[src/rtl/ncl_sync_receiver_if.sv]
// Dual-rail NCL receive channel plus decoded-word handshake.
// Master drives din/dout_ready; slave is the receiver.
interface ncl_sync_receiver_if;
  logic [7:0] din;
  logic       ko;
  logic [3:0] dout;
  logic       dout_valid;
  logic       dout_ready;
  logic       err;

  modport master (
    output din,
    output dout_ready,
    input  ko,
    input  dout,
    input  dout_valid,
    input  err
  );

  modport slave (
    input  din,
    input  dout_ready,
    output ko,
    output dout,
    output dout_valid,
    output err
  );
endinterface

[src/rtl/ncl_sync_receiver.sv]
// Synchronizing NCL dual-rail receiver feeding a 2-entry FIFO.
// Define NCL_RX_ERR_EN to enable sticky illegal-code detection.
module ncl_sync_receiver (
  input  logic                clk,
  input  logic                reset,
  ncl_sync_receiver_if.slave  bus
);

  typedef enum logic {
    S_RFD,
    S_RFN
  } state_t;

  state_t     r_state;
  state_t     w_next;
  logic [7:0] r_s1;
  logic [7:0] r_s2;
  logic [7:0] r_prev;
  logic [3:0] r_mem [2];
  logic       r_rd;
  logic       r_wr;
  logic [1:0] r_count;

  logic       w_legal;
  logic [3:0] w_word;
  logic       w_data;
  logic       w_null;
  logic       w_pop;
  logic       w_space;
  logic       w_push;

  always_ff @(posedge clk or negedge reset) begin
    if (!reset) begin
      r_s1   <= '0;
      r_s2   <= '0;
      r_prev <= '0;
    end else begin
      r_s1   <= bus.din;
      r_s2   <= r_s1;
      r_prev <= r_s2;
    end
  end

  // A pair is legal data when exactly one rail is high.
  always_comb begin
    w_legal = 1'b1;
    w_word  = '0;
    for (int i = 0; i < 4; i++) begin
      w_legal   = w_legal & (r_s2[2*i+1] ^ r_s2[2*i]);
      w_word[i] = r_s2[2*i+1];
    end
  end

  assign w_data  = w_legal && (r_s2 == r_prev);
  assign w_null  = (r_s2 == 8'h00) && (r_prev == 8'h00);
  assign w_pop   = (r_count != 2'd0) && bus.dout_ready;
  assign w_space = (r_count < 2'd2) || w_pop;

  always_ff @(posedge clk or negedge reset) begin
    if (!reset) begin
      r_state <= S_RFD;
    end else begin
      r_state <= w_next;
    end
  end

  always_comb begin
    w_next = r_state;
    w_push = 1'b0;
    unique case (r_state)
      S_RFD: begin
        if (w_data && w_space) begin
          w_push = 1'b1;
          w_next = S_RFN;
        end
      end
      S_RFN: begin
        if (w_null) begin
          w_next = S_RFD;
        end
      end
      default: w_next = S_RFD;
    endcase
  end

  assign bus.ko = (r_state == S_RFD);

  always_ff @(posedge clk or negedge reset) begin
    if (!reset) begin
      r_mem[0] <= '0;
      r_mem[1] <= '0;
      r_rd     <= 1'b0;
      r_wr     <= 1'b0;
      r_count  <= '0;
    end else begin
      if (w_push) begin
        r_mem[r_wr] <= w_word;
        r_wr        <= ~r_wr;
      end
      if (w_pop) begin
        r_rd <= ~r_rd;
      end
      unique case ({w_push, w_pop})
        2'b10:   r_count <= r_count + 2'd1;
        2'b01:   r_count <= r_count - 2'd1;
        default: r_count <= r_count;
      endcase
    end
  end

  assign bus.dout       = r_mem[r_rd];
  assign bus.dout_valid = (r_count != 2'd0);

`ifdef NCL_RX_ERR_EN
  logic r_err;
  logic w_ill;

  always_comb begin
    w_ill = 1'b0;
    for (int i = 0; i < 4; i++) begin
      w_ill = w_ill | (r_s2[2*i+1] & r_s2[2*i]);
    end
  end

  always_ff @(posedge clk or negedge reset) begin
    if (!reset) begin
      r_err <= 1'b0;
    end else if (w_ill) begin
      r_err <= 1'b1;
    end
  end

  assign bus.err = r_err;
`else
  assign bus.err = 1'b0;
`endif

endmodule

[src/flat_wrapper.sv]
// flat-port wrapper written by rule: the top's interface ports become plain ports
module ncl_sync_receiver_flat 
  (clk, reset, bus_din, bus_dout_ready, bus_ko, bus_dout, bus_dout_valid, bus_err);
  ncl_sync_receiver_if bus_i ();
  input  logic clk;
  input  logic reset;
  input wire logic [$bits(bus_i.din)-1:0] bus_din;
  input wire logic [$bits(bus_i.dout_ready)-1:0] bus_dout_ready;
  output wire logic [$bits(bus_i.ko)-1:0] bus_ko;
  output wire logic [$bits(bus_i.dout)-1:0] bus_dout;
  output wire logic [$bits(bus_i.dout_valid)-1:0] bus_dout_valid;
  output wire logic [$bits(bus_i.err)-1:0] bus_err;
  assign bus_i.din = bus_din;
  assign bus_i.dout_ready = bus_dout_ready;
  assign bus_ko = bus_i.ko;
  assign bus_dout = bus_i.dout;
  assign bus_dout_valid = bus_i.dout_valid;
  assign bus_err = bus_i.err;
  ncl_sync_receiver u_core (.clk(clk), .reset(reset), .bus(bus_i));
endmodule
[config.mk]
export PLATFORM = sky130hd
export DESIGN_NAME = ncl_sync_receiver_flat
export DESIGN_NICKNAME = d
export VERILOG_FILES = /design/src/rtl/ncl_sync_receiver_if.sv /design/src/rtl/ncl_sync_receiver.sv /design/src/flat_wrapper.sv
export SDC_FILE = /design/constraint.sdc
export NUM_CORES = 1
export LEC_CHECK = 0
export ABC_AREA = 1
export CAP_MARGIN = 0
export CORE_UTILIZATION = 48
export CTS_CLUSTER_DIAMETER = 60
export DETAILED_ROUTE_END_ITERATION = 8
export GPL_TIMING_DRIVEN = 0
export PLACE_DENSITY = 0.73
export SLEW_MARGIN = 40
export SYNTH_ARGS = -nofsm -noshare
export SYNTH_HDL_FRONTEND = slang
export SYNTH_SLANG_ARGS = --single-unit
[constraint.sdc]
create_clock -name clk -period 2 [get_ports clk]
set_input_delay 0.4 -clock clk [delete_from_list [all_inputs] [get_ports clk]]
set_output_delay 0.4 -clock clk [all_outputs]
set_load 0.01 [all_outputs]
==> results.md, run 1 <==
* Outcome: complete, but fails checks
* Violations in the final reports: DRC
* Net count, final at 199
* P per Cell Area at 796 nW/um2
* Period utilization at between 90% and 100%
* Cell Int Power at between 1 and 1.5 mW
* Worst slack at placement at -361 ps
* Final Max Tran Viols at 0
* Sequential cell area fraction in the yosys report at 62.4%
* Layout cell share with drive strength beyond 1 at about a quarter
* Final setup violation count at 0
* Filler cells at ~190
* DRT Pass-1 Iters at 6
* Maximum number of pins on one net before global-route repair at 23
* Worst hold start: u_core.r_s1[1]$_DFF_PN0_
* Relative contribution of sequential cells to total power at 55.8%
* Combined global-route utilization of all metal layers at 18.5%
* Beginning of the worst register-to-register path: u_core.r_s2[7]$_DFF_PN0_
* Cell Rows at 19
* Cell count after synthesis at 146
* Cells taking the most area after synthesis: sky130_fd_sc_hd__dfrtp_1, sky130_fd_sc_hd__nand2_1, sky130_fd_sc_hd__ha_1
* Effective utilization at floorplan at 52.4%
* Placed instance area at roughly 1700 um2
* Max cap viols at 0
* Total power at 1.55 mW
* Port Buffer Count at 16
* Maximum clock frequency at 509 MHz
* Net switching component of the power at around 450 uW
* Final design instance area without fill at 1950 um2
* Area of the die at 3310 um2
* Static Leakage at ~0.99 nW
* Gate power share at just under 20%
* Time the worst path needs with I/O delays and setup at 1960 ps
* Path type of the worst setup path: in2reg
* Num Clock Sinks at 37
* Total count of hold-check failures in the final report at 0
* Number of nets in the synthesized netlist at between 150 and 200
* Worst-case hold path end point: u_core.r_s2[1]$_DFF_PN0_
* Fin Setup TNS at 0 ps
* Count of cells along the worst register-to-register path at 12
* DR WL/cell at 13.0 um
* Synthesized area per cell at ~10 um2
* Final core occ at 69.0%
* Via count of the first global-routing pass at 1056
* Worst-Skew Late Latency at 330 ps
* Clock network fraction of total power at 24.9%
* Sw frac at 28.7%
* Setup repair after global routing missed its margin: true
* FF-to-FF End: u_core.r_count[1]$_DFFE_PN0P_
* Area of the mapped netlist at approximately 1500 um2
* Number of I/O pins at 18
* Post-synth top area cell: sky130_fd_sc_hd__dfrtp_1
* Reg2reg setup slack at approximately 35 ps
* Antenna violations before repair at 0
* Final critical-path setup slack at ~35 ps
* Final GP Congestion at 0.838
* Register bit total from synthesis at 37
* CORE AREA at 2830 um2
* Critical Path End Type: flip-flop
* Share of the synthesized area in the top cell type at 62.4%
* Layout Cells excl Fill at 215
* Horizontal die dimension at 57.6 um
* Drt total wl at 2790 um
* Hold WS at 360 ps
* Total congestion overflow at 0
* Count of unique library cells instantiated by Yosys at 21
* Post-DP HPWL at 1770 um
* Number of cells in the design after placement at 194
* Synth cell count leaders: sky130_fd_sc_hd__nand2_1, sky130_fd_sc_hd__dfrtp_1, sky130_fd_sc_hd__inv_1, sky130_fd_sc_hd__nand4_1, sky130_fd_sc_hd__nor2_1
* Diode count at 0
* Path type of the worst min-delay path: reg2reg
* First DRT Iteration DRCs at 35
* Final clock skew at 3.19 ps
* Largest fanout on the critical path at 10
* Vias at 1097
* CTS tree: yes
* Most frequent cell after synthesis: sky130_fd_sc_hd__nand2_1
* DRC Markers at 1
* Maximum level of the CTS H-tree at 2
* Launching element type of the critical path: input port
* Required arrival time at the worst endpoint at roughly 2200 ps
* Warnings, synthesis at 0
* CP Data Arrival Time at 2200 ps
* CTS Buf Count at 5
* Clock-pin transition on the worst setup and hold timing paths at 110 ps
* Remaining antenna violation count after routing at 0
* Number of enable flip-flop cells after synthesis at 0
* Most used flip-flop cell after synthesis: sky130_fd_sc_hd__dfrtp_1
* Count of cells along the worst hold path at 0
* CTS max path bufs at 2
* Clock root buffer master: sky130_fd_sc_hd__clkbuf_4
* P&R area growth vs syn at 31.6%
* Height of the chip at 57.6 um
* Global-route wire length before repair at 4460 um
* Via/cell ratio at 5.10
* Worst VDD drop at slightly above 600 uV
* Async set or reset register ratio after synthesis at 100%
repair_timing:
action                     4_1_cts  5_1_grt
gates resized for setup          3       19
cloned                           0        0
buffers inserted                11        2
hold endpoints to repair        15        0
hold buffers                     1        0
pin swaps                        1        4
setup endpoints to repair        4       11
placed cells by master (no fill, tap or decap):
master	synthesis	routed
sky130_fd_sc_hd__buf_16	0	1
sky130_fd_sc_hd__clkinvlp_4	0	1
sky130_fd_sc_hd__nand3_1	3	2
sky130_fd_sc_hd__dlygate4sd3_1	0	1
sky130_fd_sc_hd__inv_1	13	10
sky130_fd_sc_hd__inv_2	2	5
sky130_fd_sc_hd__nor2_2	1	2
sky130_fd_sc_hd__clkdlybuf4s50_1	0	13
sky130_fd_sc_hd__buf_2	0	1
sky130_fd_sc_hd__nand2_4	0	1
sky130_fd_sc_hd__nor2_1	6	4
sky130_fd_sc_hd__inv_6	0	1
sky130_fd_sc_hd__clkinv_2	0	1
sky130_fd_sc_hd__ha_4	0	3
sky130_fd_sc_hd__or2_2	3	3
sky130_fd_sc_hd__nand2_1	50	48
sky130_fd_sc_hd__o21ai_0	2	1
sky130_fd_sc_hd__or2_1	1	1
sky130_fd_sc_hd__nand4_1	9	9
sky130_fd_sc_hd__nor2_4	0	1
sky130_fd_sc_hd__a21oi_2	0	1
sky130_fd_sc_hd__nand3_4	1	2
sky130_fd_sc_hd__clkbuf_4	0	5
sky130_fd_sc_hd__conb_1	1	1
sky130_fd_sc_hd__dfrtp_2	0	2
sky130_fd_sc_hd__ha_1	5	2
sky130_fd_sc_hd__dfrtp_1	37	35
sky130_fd_sc_hd__xor2_1	1	1
sky130_fd_sc_hd__dlymetal6s2s_1	0	2
sky130_fd_sc_hd__nor4_1	2	2
sky130_fd_sc_hd__o21ai_2	0	1
sky130_fd_sc_hd__xnor2_1	4	4
sky130_fd_sc_hd__buf_6	1	2
sky130_fd_sc_hd__nand2_2	1	2
sky130_fd_sc_hd__buf_4	2	13
final cells by class:
class | instances | area, um2 | area share [%]
sequential | 37 | 928 | 47.6
multi-input combinational | 91 | 552 | 28.3
timing repair buffer | 30 | 288 | 14.7
inverter | 15 | 56.3 | 2.88
tap | 31 | 38.8 | 1.99
clock buffer | 5 | 37.5 | 1.92
buffer | 3 | 30.0 | 1.54
clock inverter | 3 | 21.3 | 1.09
flip-flops by register name, summed over array words and instances, names as in the netlist:
| signal | flops |
|---|---|
| u_core.r_prev | 8 |
| u_core.r_state | 1 |
| u_core.r_rd | 1 |
| u_core.r_wr | 1 |
| u_core.r_s1 | 8 |
| u_core.r_mem | 8 |
| u_core.r_count | 2 |
| u_core.r_s2 | 8 |
power by group through the flow:
stage	clock, mW	combinational, mW	sequential [mW]
final	0.388	0.300	0.867
after global routing	0.438	0.335	0.875
after floorplan	0	0.142	0.865
after global placement	0	0.218	0.875
after CTS	0.397	0.257	0.863
after detailed placement	0	0.230	0.880
cell families after synthesis:
family,count (synthesis),synth area share [%]
and+or+nand+nor,77,23.5
DFF,37,62.4
buffers and inverters,18,5.57
xor gates and xnor gates,5,2.95
adders and majority gates,5,4.22
AOI/OAI and AO/OA,3,1.01
other,1,0.253
metal layers:
layer / wire, um / up-vias / global-route usage (%)
met5: 0 / - / 0
met4: 60 / 0 / 11.8
met3: 108 / 6 / 4.99
met2: 1450 / 24 / 30.2
met1: 1180 / 531 / 21.6
li1: - / 536 / -
worst max-delay path: stages:
cell	delay, ps
sky130_fd_sc_hd__clkdlybuf4s50_1	500
sky130_fd_sc_hd__inv_1	60
sky130_fd_sc_hd__nand2_1	70
sky130_fd_sc_hd__nand2_1	50
sky130_fd_sc_hd__nor2_1	100
sky130_fd_sc_hd__nand2_1	90
sky130_fd_sc_hd__nor2_4	130
sky130_fd_sc_hd__buf_6	170
sky130_fd_sc_hd__nand2_4	80
sky130_fd_sc_hd__ha_4	250
sky130_fd_sc_hd__a21oi_2	110
sky130_fd_sc_hd__o21ai_2	70
sky130_fd_sc_hd__xnor2_1	120
worst max-delay path by stage:
| stage | from | to | slack (ps) |
|---|---|---|---|
| after floorplan | u_core.r_s2[7]$_DFF_PN0_ | u_core.r_count[1]$_DFFE_PN0P_ | 9 |
| after global placement | bus_dout_ready | u_core.r_count[1]$_DFFE_PN0P_ | -330 |
| after detailed placement | bus_dout_ready | u_core.r_count[1]$_DFFE_PN0P_ | -360 |
| after CTS | u_core.r_s2[3]$_DFF_PN0_ | u_core.r_count[1]$_DFFE_PN0P_ | 1 |
| after global routing | u_core.r_s2[4]$_DFF_PN0_ | u_core.r_count[1]$_DFFE_PN0P_ | -30 |
| final | bus_dout_ready | u_core.r_count[1]$_DFFE_PN0P_ | 40 |
No activity file was read; power rests on OpenSTA's default activity.
==> run 2: changes to the inputs <==
CORE_UTILIZATION = 38   (was 48)
PLACE_DENSITY = unset   (was 0.73)
clock period = 2.1 ns   (was 2 ns; I/O delays follow)
==> run 2 against run 1 <==
Against the previous run: first-iteration DRC count is 26% lower; non-clock buffer count is 1 lower; largest cell class unchanged; worst hold slack worse by 310 ps; highest routed layer unchanged; clock power is 56% higher; via count is 3.5% lower; register-to-register slack better by 80 ps; critical endpoint is now bus_dout[2]; power is 8.7% higher; critical path type is now reg2out; core utilization is 15 points lower; worst setup slack better by 82 ps; largest power group unchanged; the run now ends clean.
==> results.md, run 2 (synthesis gave the netlist of run 1 again) <==
* Reg2reg setup slack at 120 ps (was 40 ps)
* Number of cells in the design after placement at 211 (was 194)
* CP Data Arrival Time at 1560 ps (was 2200 ps)
* Height of the chip at 64.5 um (was 57.6 um)
* DRC Markers at 0 (was 1)
* Final core occ at 53.7% (was 69.0%)
* Maximum number of pins on one net before global-route repair at 23 (unchanged)
* Port Buffer Count at 16 (unchanged)
* Launching element type of the critical path: flip-flop (was input port)
* Final Max Tran Viols at 0 (unchanged)
* CORE AREA at 3690 um2 (was 2830 um2)
* CTS tree: yes (unchanged)
* Via count of the first global-routing pass at 1074 (was 1056)
* Final GP Congestion at 0.891 (was 0.838)
* Post-DP HPWL at 1780 um (was 1770 um)
* Final clock skew at 2.61 ps (was 3.19 ps)
* Cell Rows at 22 (was 19)
* Layout cell share with drive strength beyond 1 at 22.4% (was 26.1%)
* Beginning of the worst register-to-register path: u_core.r_s2[3]$_DFF_PN0_ (was u_core.r_s2[7]$_DFF_PN0_)
* Num Clock Sinks at 37 (unchanged)
* Worst-Skew Late Latency at 280 ps (was 330 ps)
* DRT Pass-1 Iters at 4 (was 6)
* Clock-pin transition on the worst setup and hold timing paths at 70 ps (was 110 ps)
* Maximum clock frequency at 504 MHz
* Total count of hold-check failures in the final report at 0 (unchanged)
* Static Leakage at 0.992 nW (about the same)
* Critical Path End Type: output port (was flip-flop)
* Drt total wl at 2570 um (was 2790 um)
* CTS Buf Count at 5 (unchanged)
* Area of the die at 4160 um2 (was 3310 um2)
* Path type of the worst min-delay path: in2async (was reg2reg)
* Time the worst path needs with I/O delays and setup at 1980 ps
* Clock root buffer master: sky130_fd_sc_hd__clkbuf_8 (was sky130_fd_sc_hd__clkbuf_4)
* Maximum level of the CTS H-tree at 2 (unchanged)
* Vias at 1059 (was 1097)
* Total congestion overflow at 0 (unchanged)
* Via/cell ratio at 4.58 (was 5.10)
* FF-to-FF End: u_core.r_count[1]$_DFFE_PN0P_ (unchanged)
* Remaining antenna violation count after routing at 0 (unchanged)
* Most frequent standard cell in the layout excluding fill and tap cells: sky130_fd_sc_hd__nand2_1 (unchanged)
* DR WL/cell at 11.1 um (was 13.0 um)
* Outcome: finished clean (was complete, but fails checks)
* Final setup violation count at 0 (unchanged)
* Number of I/O pins at 18 (unchanged)
* Max cap viols at 0 (unchanged)
* Required arrival time at the worst endpoint at 1680 ps (was 2230 ps)
* Global-route wire length before repair at 4540 um (was 4460 um)
* Layout Cells excl Fill at 231 (was 215)
* Path type of the worst setup path: reg2out (was in2reg)
* Horizontal die dimension at 64.5 um (was 57.6 um)
* Combined global-route utilization of all metal layers at 14.8% (was 18.5%)
* Count of cells along the worst register-to-register path at 12 (unchanged)
* Commonest non-fill, non-tap cells in the layout: sky130_fd_sc_hd__nand2_1, sky130_fd_sc_hd__dfrtp_1, sky130_fd_sc_hd__clkdlybuf4s50_1, sky130_fd_sc_hd__buf_4, sky130_fd_sc_hd__inv_1 (was sky130_fd_sc_hd__nand2_1, sky130_fd_sc_hd__dfrtp_1, sky130_fd_sc_hd__buf_4, sky130_fd_sc_hd__clkdlybuf4s50_1, sky130_fd_sc_hd__inv_1)
* Diode count at 0 (unchanged)
* Worst VDD drop at 464 uV (was 612 uV)
* Net count, final at 198 (was 199)
* CTS max path bufs at 2 (unchanged)
* Antenna violations before repair at 0 (unchanged)
* First DRT Iteration DRCs at 26 (was 35)
* P per Cell Area at 853 nW/um2 (was 796 nW/um2)
* Largest fanout on the critical path at 5 (was 10)
* Hold buffers post-CTS at 0 (was 1)
* Effective utilization at floorplan at 40.2% (was 52.4%)
* P&R area growth vs syn at 33.6% (was 31.6%)
* Period utilization at 94.4%
run 2: power by group:
| group | switching [mW] | internal [mW] | leakage (nW) |
|---|---|---|---|
| combinational | 0.122 | 0.135 | 0.485 |
| sequential | 0.0569 | 0.772 | 0.453 |
| clock | 0.249 | 0.355 | 0.0543 |
run 2: area by class of cell:
class	count	area [um2]
tap	48	60.1
fill	325	1710
buffer	3	30.0
timing repair buffer	29	273
clock buffer	5	68.8
inverter	15	56.3
sequential	37	927
multi-input combinational	91	519
clock inverter	3	46.3
run 2: worst max-delay path by stage:
stage                                   from                       endpoint  slack [ps]  cells after the start
CTS                 u_core.r_s2[2]$_DFF_PN0_  u_core.r_count[1]$_DFFE_PN0P_          30                     12
detailed placement            bus_dout_ready  u_core.r_count[1]$_DFFE_PN0P_        -330                     13
global placement              bus_dout_ready  u_core.r_count[1]$_DFFE_PN0P_        -290                     13
global route        u_core.r_s2[3]$_DFF_PN0_  u_core.r_count[1]$_DFFE_PN0P_         -20                     12
finish               u_core.r_rd$_DFFE_PN0P_                    bus_dout[2]         120                      4
floorplan           u_core.r_s2[7]$_DFF_PN0_  u_core.r_count[1]$_DFFE_PN0P_         110                     12
run 2: layer usage:
metal / global-route usage [%] / vias to the layer above / share of wire (%)
li1: - / 534 / -
met3: 4.75 / 4 / 3.8
met4: 5.83 / 0 / 1.4
met5: 0 / - / 0
met2: 24.6 / 21 / 50
met1: 17.7 / 500 / 45
run 2: repair_timing:
action,4_1_cts,5_1_grt
gates resized for setup,1,12
endpoints found under the setup margin,1,6
endpoints found under the hold margin,0,0
pin swaps,1,5
buffers inserted,9,3
run 2: metrics by stage:
stage | power (mW) | worst slack [ps] | area (um2) | setup TNS (ps) | hold WS, ps
CTS | 1.69 | 32.2 | 1920 | 0 | 51.6
finish | 1.69 | 117 | 1980 | 0 | 50.0
floorplan | 0.959 | 109 | 1480 | 0 | 124
global placement | 1.04 | -287 | 1700 | -4540 | 331
detailed placement | 1.06 | -327 | 1730 | -420 | 335
global route | 1.79 | -21.4 | 1980 | -27.3 | 56.7
run 2: critical path: stages, from the launching register on:
cell                              delay [ps]
sky130_fd_sc_hd__dfrtp_1                 440
sky130_fd_sc_hd__inv_1                   160
sky130_fd_sc_hd__nand2_1                  70
sky130_fd_sc_hd__nand2_1                  70
sky130_fd_sc_hd__clkdlybuf4s50_1         530
==> run 3: changes to the inputs <==
CTS_CLUSTER_SIZE = 16   (was unset)
SLEW_MARGIN = 5   (was 40)
==> run 3 against run 2 <==
Against the previous run: register-to-register slack better by 20 ps; sequential power about the same; count of clock-buffer cells in the layout unchanged; combinational power is 9.7% lower; largest cell class unchanged; core utilization fell by 2.6 points; first-iteration DRC count fell by 31%; routed wire length decreased by 1.4%.
==> results.md, run 3 (synthesis gave the netlist of run 1 again) <==
* Num Clock Sinks at 37 (unchanged)
* First DRT Iteration DRCs at 18 (was 26)
* Time the worst path needs with I/O delays and setup at 1980 ps (about the same)
* Total power at 1.67 mW (was 1.69 mW)
* Via count of the first global-routing pass at 1069 (was 1074)
* Final Max Tran Viols at 0 (unchanged)
* Remaining antenna violation count after routing at 0 (unchanged)
* CTS max path bufs at 2 (unchanged)
* Path type of the worst min-delay path: in2async (unchanged)
* Number of cells in the design after placement at 210 (was 211)
* Fin Setup TNS at 0 ps (unchanged)
* Largest fanout on the critical path at 5 (unchanged)
* Launching element type of the critical path: flip-flop (unchanged)
* Horizontal die dimension at 64.5 um (unchanged)
* Maximum clock frequency at 504 MHz (about the same)
* CP Data Arrival Time at 1560 ps (about the same)
* Total congestion overflow at 0 (unchanged)
* Final setup violation count at 0 (unchanged)
* Maximum number of pins on one net before global-route repair at 38 (was 23)
* Static Leakage at 0.949 nW (was 0.992 nW)
* Net count, final at 191 (was 198)
* Critical Path End Type: output port (unchanged)
* CORE AREA at 3690 um2 (unchanged)
* Clock-pin transition on the worst setup and hold timing paths at 70 ps (about the same)
* DRC Markers at 0 (unchanged)
* Outcome: finished clean (unchanged)
* Antenna violations before repair at 0 (unchanged)
* Most frequent standard cell in the layout excluding fill and tap cells: sky130_fd_sc_hd__nand2_1 (unchanged)
* Commonest non-fill, non-tap cells in the layout: sky130_fd_sc_hd__nand2_1, sky130_fd_sc_hd__dfrtp_1, sky130_fd_sc_hd__clkdlybuf4s50_1, sky130_fd_sc_hd__inv_1, sky130_fd_sc_hd__nand4_1 (was sky130_fd_sc_hd__nand2_1, sky130_fd_sc_hd__dfrtp_1, sky130_fd_sc_hd__clkdlybuf4s50_1, sky130_fd_sc_hd__buf_4, sky130_fd_sc_hd__inv_1)
* CTS tree: yes (unchanged)
* Final clock skew at 1.82 ps (was 2.61 ps)
* Layout cell share with drive strength beyond 1 at 17.0% (was 22.4%)
* Area of the die at 4160 um2 (unchanged)
* P&R area growth vs syn at 27.0% (was 33.6%)
* Required arrival time at the worst endpoint at 1680 ps (about the same)
* Drt total wl at 2540 um (was 2570 um)
* Via/cell ratio at 4.66 (was 4.58)
* Filler cells at 339 (was 325)
* Final core occ at 51.1% (was 53.7%)
* Worst VDD drop at 504 uV (was 464 uV)
* Number of I/O pins at 18 (unchanged)
* Vias at 1043 (was 1059)
* Period utilization at 94.4% (about the same)
* Worst slew slack as a fraction of its limit at 48.3%
* Worst-Skew Late Latency at 290 ps (was 280 ps)
* DR WL/cell at 11.3 um (was 11.1 um)
* Port Buffer Count at 16 (unchanged)
* Path type of the worst setup path: reg2out (unchanged)
* Total count of hold-check failures in the final report at 0 (unchanged)
* Height of the chip at 64.5 um (unchanged)
* Count of cells along the worst register-to-register path at 12 (unchanged)
* Post-DP HPWL at 1720 um (was 1780 um)
* Combined global-route utilization of all metal layers at 14.7% (was 14.8%)
* Global-route wire length before repair at 4470 um (was 4540 um)
* Max cap viols at 0 (unchanged)
* Worst-margin pin slew at 775 ps
* Final GP Congestion at 0.891 (unchanged)
* P per Cell Area at 886 nW/um2 (was 853 nW/um2)
* Clock root buffer master: sky130_fd_sc_hd__clkbuf_8 (unchanged)
* Effective utilization at floorplan at 40.2% (unchanged)
* Maximum level of the CTS H-tree at 2 (unchanged)
* DRT Pass-1 Iters at 4 (unchanged)
* Cell Rows at 22 (unchanged)
* Layout Cells excl Fill at 224 (was 231)
* CTS Buf Count at 5 (unchanged)
* Diode count at 0 (unchanged)
run 3: cell types whose count changed in the layout (fill, tap and decap cells not counted), sizes merged:
cell / change
buf: -7
run 3: power by group:
part           leakage (nW)  internal (mW)  switching, mW
sequential            0.453          0.771         0.0532
clock                0.0543          0.355          0.257
combinational         0.441          0.119          0.113
run 3: final cells by class:
| class | instances | area, um2 | area share, % |
|---|---|---|---|
| plain buffers | 3 | 30.0 | 1.59 |
| clock buffers | 5 | 68.8 | 3.65 |
| clock inverters | 3 | 46.3 | 2.46 |
| inverters | 15 | 56.3 | 2.99 |
| multi-input cells | 91 | 494 | 26.2 |
| flip-flops and latches | 37 | 927 | 49.2 |
| well taps | 48 | 60.1 | 3.19 |
| repair buffers | 22 | 200 | 10.6 |
run 3: what timing repair did:
item,in CTS,in global routing
pin swaps,1,3
resized for setup,1,6
buffers inserted,3,3
endpoints found under the setup margin,1,1
endpoints found under the hold margin,0,0
hold buffers,0,0
run 3: worst max-delay path: stages (launching register included):
cell,delay [ps]
sky130_fd_sc_hd__dfrtp_1,430
sky130_fd_sc_hd__inv_1,170
sky130_fd_sc_hd__nand2_1,80
sky130_fd_sc_hd__nand2_1,70
sky130_fd_sc_hd__clkdlybuf4s50_1,530
run 3: layer usage:
metal	GRT usage (%)	part of all wire, %	vias up
li1	-	-	521
met3	5.28	3.6	8
met1	16.5	43	494
met5	0	0	-
met2	24.1	51	20
met4	8.61	2.4	0
run 3: final timing paths:
check | end | slack (ps) | from
setup / recovery | bus_dout[2] | 120 | u_core.r_rd$_DFFE_PN0P_
hold / removal | u_core.r_s2[0]$_DFF_PN0_ | 200 | reset
setup reg to reg | u_core.r_count[1]$_DFFE_PN0P_ | 140 | u_core.r_s2[1]$_DFF_PN0_
hold reg to reg | u_core.r_s2[2]$_DFF_PN0_ | 350 | u_core.r_s1[2]$_DFF_PN0_
max in group asynchronous | u_core.r_s2[7]$_DFF_PN0_ | 1360 | reset
min in group clk | u_core.r_s2[2]$_DFF_PN0_ | 350 | u_core.r_s1[2]$_DFF_PN0_
run 3: metrics by stage:
step                instance area, um2  setup WS (ps)  hold slack [ps]
floorplan                         1480            109              124
global placement                  1700           -287              331
detailed placement                1700           -315              335
CTS                               1850           17.8              229
global route                      1880          -20.9              268
finish                            1880            117              204
